## src/rtl/hub75_pkg.sv

```systemverilog
// Shared constants and types for the HUB75 panel-side row capture.
package hub75_pkg;

  localparam int HUB75_WIDTH  = 64;
  localparam int HUB75_ADDR_W = 5;

  typedef enum logic [1:0] {
    IDLE,
    ARMED,
    STREAM
  } cap_state_t;

  typedef struct packed {
    logic [5:0]              x;
    logic [HUB75_ADDR_W:0]   y0;
    logic [HUB75_ADDR_W:0]   y1;
    logic [2:0]              rgb0;
    logic [2:0]              rgb1;
  } hub75_pix_t;

endpackage

```

## src/rtl/hub75_row_bank.sv

```systemverilog
// Ping-pong row storage: two banks of WIDTH x 6-bit pixels, one write port,
// one registered read port with read enable (holds data while not enabled).
module hub75_row_bank #(
  parameter int WIDTH = 64,
  parameter int IDX_W = 6
) (
  input  logic             pll_clk,
  input  logic             i_we,
  input  logic             i_wr_bank,
  input  logic [IDX_W-1:0] i_wr_idx,
  input  logic [5:0]       i_wr_data,
  input  logic             i_re,
  input  logic             i_rd_bank,
  input  logic [IDX_W-1:0] i_rd_idx,
  output logic [5:0]       o_rd_data
);

  logic [5:0] r_mem [0:2*WIDTH-1];
  logic [5:0] r_rd_data;

  // NOTE: the array has no reset so it can map onto block RAM; every word is
  // written by a full row of shifts before a latch can make it readable.
  always_ff @(posedge pll_clk) begin
    if (i_we)
      r_mem[{i_wr_bank, i_wr_idx}] <= i_wr_data;
    if (i_re)
      r_rd_data <= r_mem[{i_rd_bank, i_rd_idx}];
  end

  assign o_rd_data = r_rd_data;

endmodule

```

## src/rtl/hub75_row_capture.sv

```systemverilog
// Panel-side HUB75 sink: captures shifted rows into ping-pong banks, streams each
// committed row as a valid/ready pixel stream and counts protocol violations.
module hub75_row_capture
  import hub75_pkg::*;
#(
  parameter int WIDTH  = HUB75_WIDTH,
  parameter int ADDR_W = HUB75_ADDR_W,
  parameter int CNT_W  = 16
) (
  input  logic              pll_clk,
  input  logic              reset,
  input  logic              shift_en,
  input  logic [2:0]        rgb0_in,
  input  logic [2:0]        rgb1_in,
  input  logic              latch_in,
  input  logic              blank_in,
  input  logic [ADDR_W-1:0] addr_in,
  output logic              pix_valid,
  input  logic              pix_ready,
  output logic [5:0]        pix_x,
  output logic [ADDR_W:0]   pix_y0,
  output logic [ADDR_W:0]   pix_y1,
  output logic [2:0]        pix_rgb0,
  output logic [2:0]        pix_rgb1,
  output logic              row_done,
  output logic [CNT_W-1:0]  len_err,
  output logic [CNT_W-1:0]  addr_err,
  output logic [CNT_W-1:0]  drop_cnt
);

  localparam logic [6:0] ROW_LEN = 7'(WIDTH);
  localparam logic [6:0] CNT_SAT = 7'(WIDTH + 1);
  localparam logic [5:0] LAST_X  = 6'(WIDTH - 1);

  cap_state_t        r_state;
  logic [6:0]        r_shift_cnt;
  logic              r_latch_q, r_blank_q;
  logic [ADDR_W-1:0] r_addr_q;
  logic              r_wbank, r_rbank;
  logic [5:0]        r_rd_idx, r_q_idx;
  logic              r_q_valid, r_fetch_done;
  hub75_pix_t        r_pix;
  logic              r_valid, r_row_done;
  logic [CNT_W-1:0]  r_len_err, r_addr_err, r_drop_cnt;

  logic       w_latch_rise, w_blank_fall, w_we;
  logic [6:0] w_cnt_next;
  logic       w_fire, w_last_fire, w_load, w_re;
  logic [5:0] w_rd_data;

  assign w_latch_rise = latch_in & ~r_latch_q;
  assign w_blank_fall = r_blank_q & ~blank_in;
  assign w_we         = shift_en & (r_shift_cnt < ROW_LEN);
  // The latch judges the count including a shift in its own cycle.
  assign w_cnt_next   = (shift_en && r_shift_cnt != CNT_SAT) ? r_shift_cnt + 7'd1 : r_shift_cnt;

  assign w_fire      = r_valid & pix_ready;
  assign w_last_fire = w_fire & (r_pix.x == LAST_X);
  assign w_load      = r_q_valid & (~r_valid | w_fire);
  assign w_re        = (r_state == STREAM) & ~r_fetch_done & (~r_q_valid | w_load);

  hub75_row_bank #(.WIDTH(WIDTH), .IDX_W(6)) u_bank (
    .pll_clk   (pll_clk),
    .i_we      (w_we),
    .i_wr_bank (r_wbank),
    .i_wr_idx  (r_shift_cnt[5:0]),
    .i_wr_data ({rgb1_in, rgb0_in}),
    .i_re      (w_re),
    .i_rd_bank (r_rbank),
    .i_rd_idx  (r_rd_idx),
    .o_rd_data (w_rd_data)
  );

  // NOTE: all state here updates with non-blocking assignments so every branch
  // sees the pre-edge values, independent of statement order.
  always_ff @(posedge pll_clk) begin
    if (reset) begin
      r_state      <= IDLE;
      r_shift_cnt  <= '0;
      r_latch_q    <= 1'b0;
      r_blank_q    <= 1'b1;
      r_addr_q     <= '0;
      r_wbank      <= 1'b0;
      r_rbank      <= 1'b0;
      r_rd_idx     <= '0;
      r_q_idx      <= '0;
      r_q_valid    <= 1'b0;
      r_fetch_done <= 1'b0;
      r_pix        <= '0;
      r_valid      <= 1'b0;
      r_row_done   <= 1'b0;
      r_len_err    <= '0;
      r_addr_err   <= '0;
      r_drop_cnt   <= '0;
    end else begin
      r_latch_q  <= latch_in;
      r_blank_q  <= blank_in;
      r_addr_q   <= addr_in;
      r_row_done <= w_last_fire;
      r_shift_cnt <= w_latch_rise ? 7'd0 : w_cnt_next;

      if (w_latch_rise) begin
        if (w_cnt_next != ROW_LEN) begin
          if (~&r_len_err) r_len_err <= r_len_err + 1'b1;
        end else if (r_state != IDLE) begin
          if (~&r_drop_cnt) r_drop_cnt <= r_drop_cnt + 1'b1;
        end else begin
          r_wbank <= ~r_wbank;
          r_rbank <= r_wbank;
          r_state <= ARMED;
        end
      end

      if (~blank_in && ~r_blank_q && addr_in != r_addr_q && ~&r_addr_err)
        r_addr_err <= r_addr_err + 1'b1;

      // Two-stage read pipeline: RAM output register, then the output word.
      if (w_re) begin
        r_rd_idx <= r_rd_idx + 6'd1;
        r_q_idx  <= r_rd_idx;
        if (r_rd_idx == LAST_X) r_fetch_done <= 1'b1;
      end
      r_q_valid <= w_re | (r_q_valid & ~w_load);

      if (w_load) begin
        r_valid     <= 1'b1;
        r_pix.x     <= r_q_idx;
        r_pix.rgb0  <= w_rd_data[2:0];
        r_pix.rgb1  <= w_rd_data[5:3];
      end else if (w_fire) begin
        r_valid <= 1'b0;
      end

      case (r_state)
        ARMED: if (w_blank_fall) begin
          r_state      <= STREAM;
          r_pix.y0     <= {1'b0, addr_in};
          r_pix.y1     <= {1'b1, addr_in};
          r_rd_idx     <= '0;
          r_fetch_done <= 1'b0;
        end
        STREAM: if (w_last_fire) r_state <= IDLE;
        default: ;
      endcase
    end
  end

  assign pix_valid = r_valid;
  assign pix_x     = r_pix.x;
  assign pix_y0    = r_pix.y0;
  assign pix_y1    = r_pix.y1;
  assign pix_rgb0  = r_pix.rgb0;
  assign pix_rgb1  = r_pix.rgb1;
  assign row_done  = r_row_done;
  assign len_err   = r_len_err;
  assign addr_err  = r_addr_err;
  assign drop_cnt  = r_drop_cnt;

endmodule
```

## config.mk

```make
export PLATFORM = sky130hd
export DESIGN_NAME = hub75_row_capture
export DESIGN_NICKNAME = d
export VERILOG_FILES = /design/src/rtl/hub75_pkg.sv /design/src/rtl/hub75_row_bank.sv /design/src/rtl/hub75_row_capture.sv
export SDC_FILE = /design/constraint.sdc
export NUM_CORES = 1
export LEC_CHECK = 0
export CORE_MARGIN = 2
export CORE_UTILIZATION = 48
export CTS_BUF_LIST = sky130_fd_sc_hd__clkbuf_4 sky130_fd_sc_hd__clkbuf_8
export CTS_CLUSTER_DIAMETER = 200
export CTS_CLUSTER_SIZE = 10
export DETAILED_ROUTE_END_ITERATION = 10
export PLACE_DENSITY = 0.64
export SETUP_SLACK_MARGIN = 0.02
export SLEW_MARGIN = 20
export SYNTH_ARGS = -nofsm -noshare
export SYNTH_HDL_FRONTEND = slang
export SYNTH_SLANG_ARGS = --single-unit
```

## constraint.sdc

```tcl
create_clock -name pll_clk -period 2.98 [get_ports pll_clk]
set_clock_uncertainty 0.15 [all_clocks]
set_input_delay 0.596 -clock pll_clk [delete_from_list [all_inputs] [get_ports pll_clk]]
set_output_delay 0.596 -clock pll_clk [all_outputs]
set_load 0.05 [all_outputs]
```

Yosys cells after proc, flatten, opt, wreduce, memory -nomap -nowiden
Memory sizes are Yosys's and may differ from the RTL's. A register that Yosys moved wholly into a read port is not among the register bits.
Cells that the tools add are included.
Storage, ports and cells
  output and inout bits: 74
  flip-flop bits (word level): 105
  bits in writable memories: 768
  logic and storage cells: 92
  memories: 1
Memory list
  u_bank.r_mem: words 128, bits a word 6, rd ports 1, clocked after memory_dff 1, write ports 1, RTL line hub75_row_bank.sv:18  | logic [5:0] r_mem [0:2*WIDTH-1];
Operators by class
  $lt $le $gt $ge: 1
  reduce and logical (&&, ||, !) cells: 15
  equality and inequality tests: 7
  add/sub/neg operators: 5
  bitwise logic cells: 24
  multiplexer cells: 18
Operators with widths (number)
  adder 16 x 1 -> 16 bit (second input constant): 3
  AND reduction 16 bit: 3
  2-to-1 mux 6 bit: 3
  != test 7 bit (second input constant): 2
  equality test 6 bit (second input constant): 2
  inverter 1 bit: 12
  2-to-1 mux 2 bit: 5
  AND 1 bit: 9
  2-to-1 mux 1 bit: 8
  adder 7 x 1 -> 7 bit (second input constant): 1
  less-than comparator 7 bit (second input constant): 1
  2-to-1 mux 7 bit: 1
  adder 6 x 1 -> 6 bit (second input constant): 1
  AND reduction 3 bit: 2
  != test 5 bit: 1
  logical AND 1 bit: 4
  case mux 2 bit (2 select lines): 1
  AND reduction 4 bit: 1
  nonzero test 2 bit: 2
  bitwise OR 1 bit: 3
  equality test 2 x 1 -> 1 bit (second input constant): 1
  equality test 2 bit (second input constant): 1
  AND reduction 2 bit: 1
  OR reduction 2 bit: 1
  logical NOT 1 bit: 1

Logic depth before layout (Yosys ltp)
Gate-level depths: netlist of the first run.
  word-level depth: 8
  mapped depth: 10
  depth with buffers taken out: 8

Cells and area by module
From an unflattened synthesis of the first run, not the netlist that was laid out.
Unflattened totals
  cell total of the unflattened synthesis: 1800
  area, all modules: 34695.8 µm²
By module, submodules not included
  hub75_row_bank: times used 1, area an instance 29983.8 µm², cells each 1271, sequential area each 23242.3 µm²
  hub75_row_capture: times used 1, area an instance 4712.0 µm², cells each 529, sequential area each 2001.9 µm²

Worst setup path before layout of the first run
Ideal clock, no wire load.
  path type: register to register
  from: register r_drop_cnt[0] (netlist: drop_cnt[0])
  to: register r_drop_cnt[12] (netlist: drop_cnt[12])
  required time: 2.709 ns
  arrival time: 2.364 ns
  slack: 0.346 ns
  library setup time: 0.121 ns
  cell stages (with the launch flop): 9
  period minus slack after synthesis: 2.634 ns
  cell sequence: dfxtp_1 > ha_1 > and3_1 > and3_1 > a31oi_2 > clkbuf_1 > nand2_1 > nor3_1 > mux2_2
Between the ends
  cells in the longest elaborated chain, start to end: 3
  elaborated cells between the ends (all ways): 4
  classes of those cells: add/sub: 1; bitwise: 1; reduce/logical: 2
RTL lines
  start, declared: RTL line hub75_row_capture.sv:44  | logic [CNT_W-1:0] r_len_err, r_addr_err, r_drop_cnt;
  start signal, assigned: RTL line hub75_row_capture.sv:106  | if (~&r_drop_cnt) r_drop_cnt <= r_drop_cnt + 1'b1;
  parallel branches: the longest is 3 deep, another holds adder 16 x 1 -> 16 bit
Parallel ways; which one is timed is not known.
A chain may end at the register's enable or synchronous reset.

==> results of run 1 <==
[cell families after synthesis]
logic type      synth area share
other cells             0.000107
flops                      0.719
compound gates            0.0408
fa+ha+maj                0.00321
simple gates              0.0672
buf+inv                   0.0217
xor+xnor                 0.00649
mux                        0.142
[state kept, by name, indices dropped and copies added, names as in the netlist]
name / cells
u_bank.r_mem: 768
addr_err: 16
drop_cnt: 16
len_err: 16
r_shift_cnt: 7
pix_x: 6
pix_y1: 6
r_q_idx: 6
r_rd_idx: 6
u_bank.o_rd_data: 6
r_addr_q: 5
pix_rgb0: 3
pix_rgb1: 3
r_state: 2
pix_valid: 1
r_blank_q: 1
r_fetch_done: 1
r_latch_q: 1
r_q_valid: 1
r_rbank: 1
r_wbank: 1
row_done: 1
[power breakdown]
part           total [W]  switching (W)  internal (W)
clock network    0.00764        0.00405       0.00359
registers         0.0133      0.0000122        0.0133
logic           0.000432       0.000316      0.000116
[repair_timing]
| action | in CTS | in global routing |
|---|---|---|
| gates resized for setup | 0 | 9 |
| endpoints found under the hold margin | 4 | 0 |
| setup buffers | 5 | 2 |
| pin swaps | 0 | 1 |
| gates cloned | 0 | 1 |
| hold buffers | 1 | 0 |
| setup endpoints to repair | 4 | 7 |
[worst max-delay path, cell delays in order (launching register included)]
cell	delay [ns]
dfxtp_4	0.41
buf_2	0.20
buf_4	0.15
buf_4	0.13
mux4_2	0.31
mux2i_1	0.11
a2111oi_1	0.93
buf_4	0.23
o22ai_1	0.06
nor3_1	0.12
[stage by stage]
step | hold slack (ns) | std cells | power, W | setup TNS, ns | setup slack, ns
final | 0.162 | 3402 | 0.0214 | 0 | 0.0531
after global routing | 0.129 | 3402 | 0.0221 | -0.000429 | -0.000429
after CTS | 0.119 | 3398 | 0.0216 | 0 | 0.0379
after detailed placement | 0.324 | 3244 | 0.0140 | -0.158 | -0.0685
after global placement | 0.292 | 3244 | 0.0140 | -1.52 | -0.268
after floorplan | 0.278 | 2022 | 0.0137 | 0 | 0.346
[cell type report]
type,count,share of cell area
Sequential cell,874,0.618
Multi-Input combinational cell,1018,0.223
Timing Repair Buffer,393,0.0863
Clock buffer,144,0.0416
Tap cell,959,0.0293
Inverter,9,0.000826
Clock inverter,4,0.000765
Antenna cell,1,0.0000612
[path summary, 6_finish.rpt]
kind | slack, ns | endpoint | cells past startpoint | start
setup / recovery | 0.05 | u_bank.o_rd_data[4]$_DFFE_PP_ | 9 | r_rd_idx[0]$_SDFF_PP0_
hold / removal | 0.16 | u_bank.r_mem[25][3]$_DFFE_PP_ | 1 | rgb1_in[0]
setup reg to reg | 0.05 | u_bank.o_rd_data[4]$_DFFE_PP_ | 9 | r_rd_idx[0]$_SDFF_PP0_
hold reg to reg | 0.34 | r_fetch_done$_SDFF_PP0_ | 2 | r_fetch_done$_SDFF_PP0_
[cells in the final DEF, fill, tap and decap left out, types with 27 or more instances in the layout]
cell             Yosys  routed
buf_4               21     277
mux4_2             166     166
edfxtp_1           774     774
o21ai_0             43      41
dfxtp_1            100      96
nand2_1             43      43
a21oi_1             42      40
nand3_1             33      33
or3_1               27      27
clkbuf_4             0      45
nor2_1             235     235
clkdlybuf4s50_1      0      82
mux2i_1            115     114
clkbuf_8             0      99
[layer usage]
layer / part of all wire / GRT usage
met1: 0.42 / 0.313
met2: 0.49 / 0.370
met3: 0.069 / 0.0419
met4: 0.024 / 0.0606
met5: 0.00017 / 0
==> run_results.csv, run 1 <==
group,metric,value,unit
sta,setup_viol,0,
finish,fin_nets,2419,
yosys,avgSynthCellArea,17.4,um2
finish,drive_above_1_share,0.269,
finish,regArea,0.0253,mm2
yosys,ys_top_cells_by_area,"edfxtp_1, mux4_2, dfxtp_1, mux2i_1, nor2_1",
finish,finish.instance_area,0.0409,mm2
die,num_rows,99,
die,pin_count,91,
finish,syn_to_final_growth,16.5,%
cts,clk_path_buf_depth,3,
worst_hold_path,hp-class,"input pin to flip-flop",
critical_path,critical_path_class,"flip-flop to flip-flop",
die,core,0.0727,mm2
route,routed-via-count,19745,
yosys,yosys.area.top_type,"edfxtp_1",
power_and_ir_drop,p_leak,13.0,nW
yosys,syn_nets,2048,
cts,clock_latency,0.73,ns
cts,cts_tree,"yes",
yosys,postSynthCellCount,2022,
cts,root_buffer,"clkbuf_8",
die,die_x,274,um
yosys,synth_common_cells,"edfxtp_1, nor2_1, mux4_2",
critical_path,cp-start-kind,"flip-flop",
placed_design,finalWeightedCongestion,0.867,
grt,grt_usage,0.226,
critical_path,cp-end-kind,"flip-flop",
finish,fin_util,0.562,
critical_path,cp_max_fo,6,
route,wl_per_cell,24.8,um
route,first_pass_iters,7,
grt,antenna_found_initial,4,
placed_design,post_dp_cell_area,0.0390,mm2
route,ant_nets,0,
die,dieHeight,274,um
route,drc,0,
finish,n_fill_cell,5558,
sta,hold_viol,0,
cts,path_clk_slew,0.07,ns
critical_path,cp.required,3.39,ns
sta,tightest_slew,0.996,ns
cts,numCtsBuffers,97,
yosys,yosysWarnings,0,
yosys,syn_area,0.0351,mm2
route,first_iter_violations,1864,
yosys,yosysMostFrequentCell,"edfxtp_1",
grt,grt_pass1_wl,126000,um
die,die_area,0.0753,mm2
power_and_ir_drop,power_density,523,mW/mm2
grt,grt_max_degree,129,
yosys,ys_seq_area_frac,0.719,
die,start_util,0.483,
job,cap_violations,0,
route,via_per_inst,5.80,
grt,overflow,0,
yosys,async_flop_share,0,
sta,fmax,0.342,GHz
finish,multi_input_area,0.00914,mm2
placed_design,hpwl,54600,um
grt,grt_pass1_vias,20103,
sta,rsz0062_at_grt,"yes",
sta,finalMaxSlewViolations,0,
cts,htreeDepth,3,
route,routed_wl,84500,um
sta,slew_headroom,0.336,
yosys,synth_cell_types,72,
sta,final.period_utilization,0.982,
cts,cts.sinks,874,
critical_path,arrival,3.34,ns
placed_design,io_buffers,89,
yosys,synth-edff-count,774,
yosys,synth.ff_latch_count,874,
run_status,outcome,"complete, no violations",
yosys,synth_flop_cell,"edfxtp_1",
yosys,synth_top_area_frac,0.662,
sta,finalCriticalPeriod,2.93,ns
power_and_ir_drop,peakVddDrop,0.000321,V
Note: power is estimated with default switching activity, not from simulation.
==> run 2: changes to the inputs <==
- DONT_BUFFER_PORTS: unset -> 1
- PLACE_DENSITY: 0.64 -> 0.63
==> run_results.csv, run 2 (synthesis results as in run 1) <==
group,metric,value,unit
placed_design,finalWeightedCongestion,0.875,
finish,n_fill_cell,5660,
placed_design,pre_cts_slack,-0.105,ns
die,dieHeight,274,um
grt,grt_usage,0.227,
placed_design,hpwl,53100,um
finish,drive_above_1_share,0.266,
sta,setup_viol,0,
cts,htreeDepth,3,
critical_path,critical_path_class,"flip-flop to flip-flop",
die,num_rows,99,
grt,antenna_found_initial,2,
finish,syn_to_final_growth,13.6,%
route,via_per_inst,5.93,
sta,fmax,0.347,GHz
critical_path,cp.required,3.28,ns
finish,largest_register_ffs,768,
cts,path_clk_slew,0.08,ns
sta,whs,0.0609,ns
die,start_util,0.483,
power_and_ir_drop,total_power,0.0210,W
grt,grt_pass1_vias,19497,
worst_hold_path,whs_endpoint,"r_shift_cnt[2]$_SDFF_PP0_",
grt,grt_max_degree,129,
sta,hold_viol,0,
sta,final.period_utilization,0.967,
die,pin_count,91,
sta,tightest_slew,0.984,ns
finish,multi_input_area,0.00913,mm2
route,wl_per_cell,25.6,um
critical_path,rrSetupSlack,0.1,ns
finish,regArea,0.0253,mm2
grt,overflow,0,
sta,finalCriticalPeriod,2.88,ns
route,drc,0,
sta,rsz0062_at_grt,"no",
cts,root_buffer,"clkbuf_8",
finish,finish.instance_area,0.0399,mm2
critical_path,cp_max_fo,11,
sta,layout_setup_ws,0.0984,ns
placed_design,io_buffers,0,
power_and_ir_drop,power_density,527,mW/mm2
worst_hold_path,hp-class,"input pin to flip-flop",
power_and_ir_drop,peakVddDrop,0.000345,V
sta,slew_headroom,0.343,
route,routed_wl,84400,um
finish,final_common_cell,"edfxtp_1",
worst_hold_path,holdPathStages,4,
critical_path,cp-end-kind,"flip-flop",
cts,clock_latency,0.70,ns
die,core,0.0727,mm2
critical_path,r2r_start,"r_rd_idx[0]$_SDFF_PP0_",
cts,cts_tree,"yes",
grt,grt_pass1_wl,126000,um
job,cap_violations,0,
worst_hold_path,hp-start,"shift_en",
finish,layout_common_cells,"edfxtp_1, buf_4, nor2_1",
critical_path,arrival,3.18,ns
critical_path,cp-start-kind,"flip-flop",
sta,finalMaxSlewViolations,0,
cts,clk_path_buf_depth,3,
critical_path,worstRegToRegCells,9,
power_and_ir_drop,p_leak,12.6,nW
critical_path,timing.rr.end,"u_bank.o_rd_data[4]$_DFFE_PP_",
finish,max_flop_register,"u_bank.r_mem",
placed_design,post_dp_cell_area,0.0379,mm2
die,die_area,0.0753,mm2
cts,numCtsBuffers,97,
route,ant_nets,0,
route,routed-via-count,19528,
cts,cts.sinks,874,
finish,fin_nets,2327,
die,die_x,274,um
route,first_iter_violations,2107,
route,first_pass_iters,6,
run_status,outcome,"complete, no violations",
-- run 2: critical path, cell delays in order (launching register included) --
cell and delay [ns]:
dfxtp_4 0.53, buf_8 0.22, mux4_2 0.52, o22a_1 0.25, a21oi_1 0.26, a2111oi_1 0.11, buf_4 0.17, nor4_1 0.23
buf_4 0.15, nor3_1 0.04
-- run 2: repair_timing --
item                                    in CTS  in global routing
buffers inserted                             2                  5
endpoints found under the setup margin       4                  3
gates resized for setup                      0                  3
endpoints found under the hold margin      866                  0
pin swaps                                    0                  1
hold buffers                                17                  0
-- run 2: final cells by class --
class                      instances  area share
antenna                            2    0.000126
inverter                           9    0.000847
sequential                       874       0.633
clock inverter                     4    0.000816
clock buffer                     125      0.0389
multi-input combinational       1018       0.229
timing repair buffer             301      0.0669
tap                              959      0.0301
-- run 2: routing by layer --
| metal | track usage | wire [um] | vias to the layer above | share of wire |
|---|---|---|---|---|
| met1 | 0.320 | 35800 | 10115 | 0.42 |
| met5 | 0 | 0 | - | 0 |
| li1 | - | - | 8543 | - |
| met3 | 0.0422 | 6070 | 111 | 0.072 |
| met2 | 0.368 | 40800 | 759 | 0.48 |
| met4 | 0.0574 | 1790 | 0 | 0.021 |
-- run 2: stage by stage --
step / utilization / std cells / TNS, ns
floorplan: - / 2022 / 0
global placement: 0.521 / 3137 / -0.169
detailed placement: 0.521 / 3137 / -0.176
CTS: 0.547 / 3285 / 0
global route: 0.548 / 3291 / 0
finish: 0.548 / 3292 / 0
-- run 2: worst max-delay path by stage --
stage	end	startpoint
after detailed placement	u_bank.o_rd_data[0]$_DFFE_PP_	r_rd_idx[0]$_SDFF_PP0_
after global placement	u_bank.o_rd_data[0]$_DFFE_PP_	r_rd_idx[0]$_SDFF_PP0_
after CTS	u_bank.o_rd_data[0]$_DFFE_PP_	r_rd_idx[0]$_SDFF_PP0_
final	u_bank.o_rd_data[4]$_DFFE_PP_	r_rd_idx[0]$_SDFF_PP0_
after floorplan	drop_cnt[12]$_SDFFE_PP0P_	drop_cnt[0]$_SDFFE_PP0P_
after global routing	u_bank.o_rd_data[4]$_DFFE_PP_	r_rd_idx[0]$_SDFF_PP0_
-- run 2: power by group --
group	internal, W	total, W	switching, W	leakage [nW]
clock	0.00332	0.00729	0.00397	0.838
combinational	0.000100	0.000404	0.000304	3.97
sequential	0.0133	0.0133	0.0000122	7.77
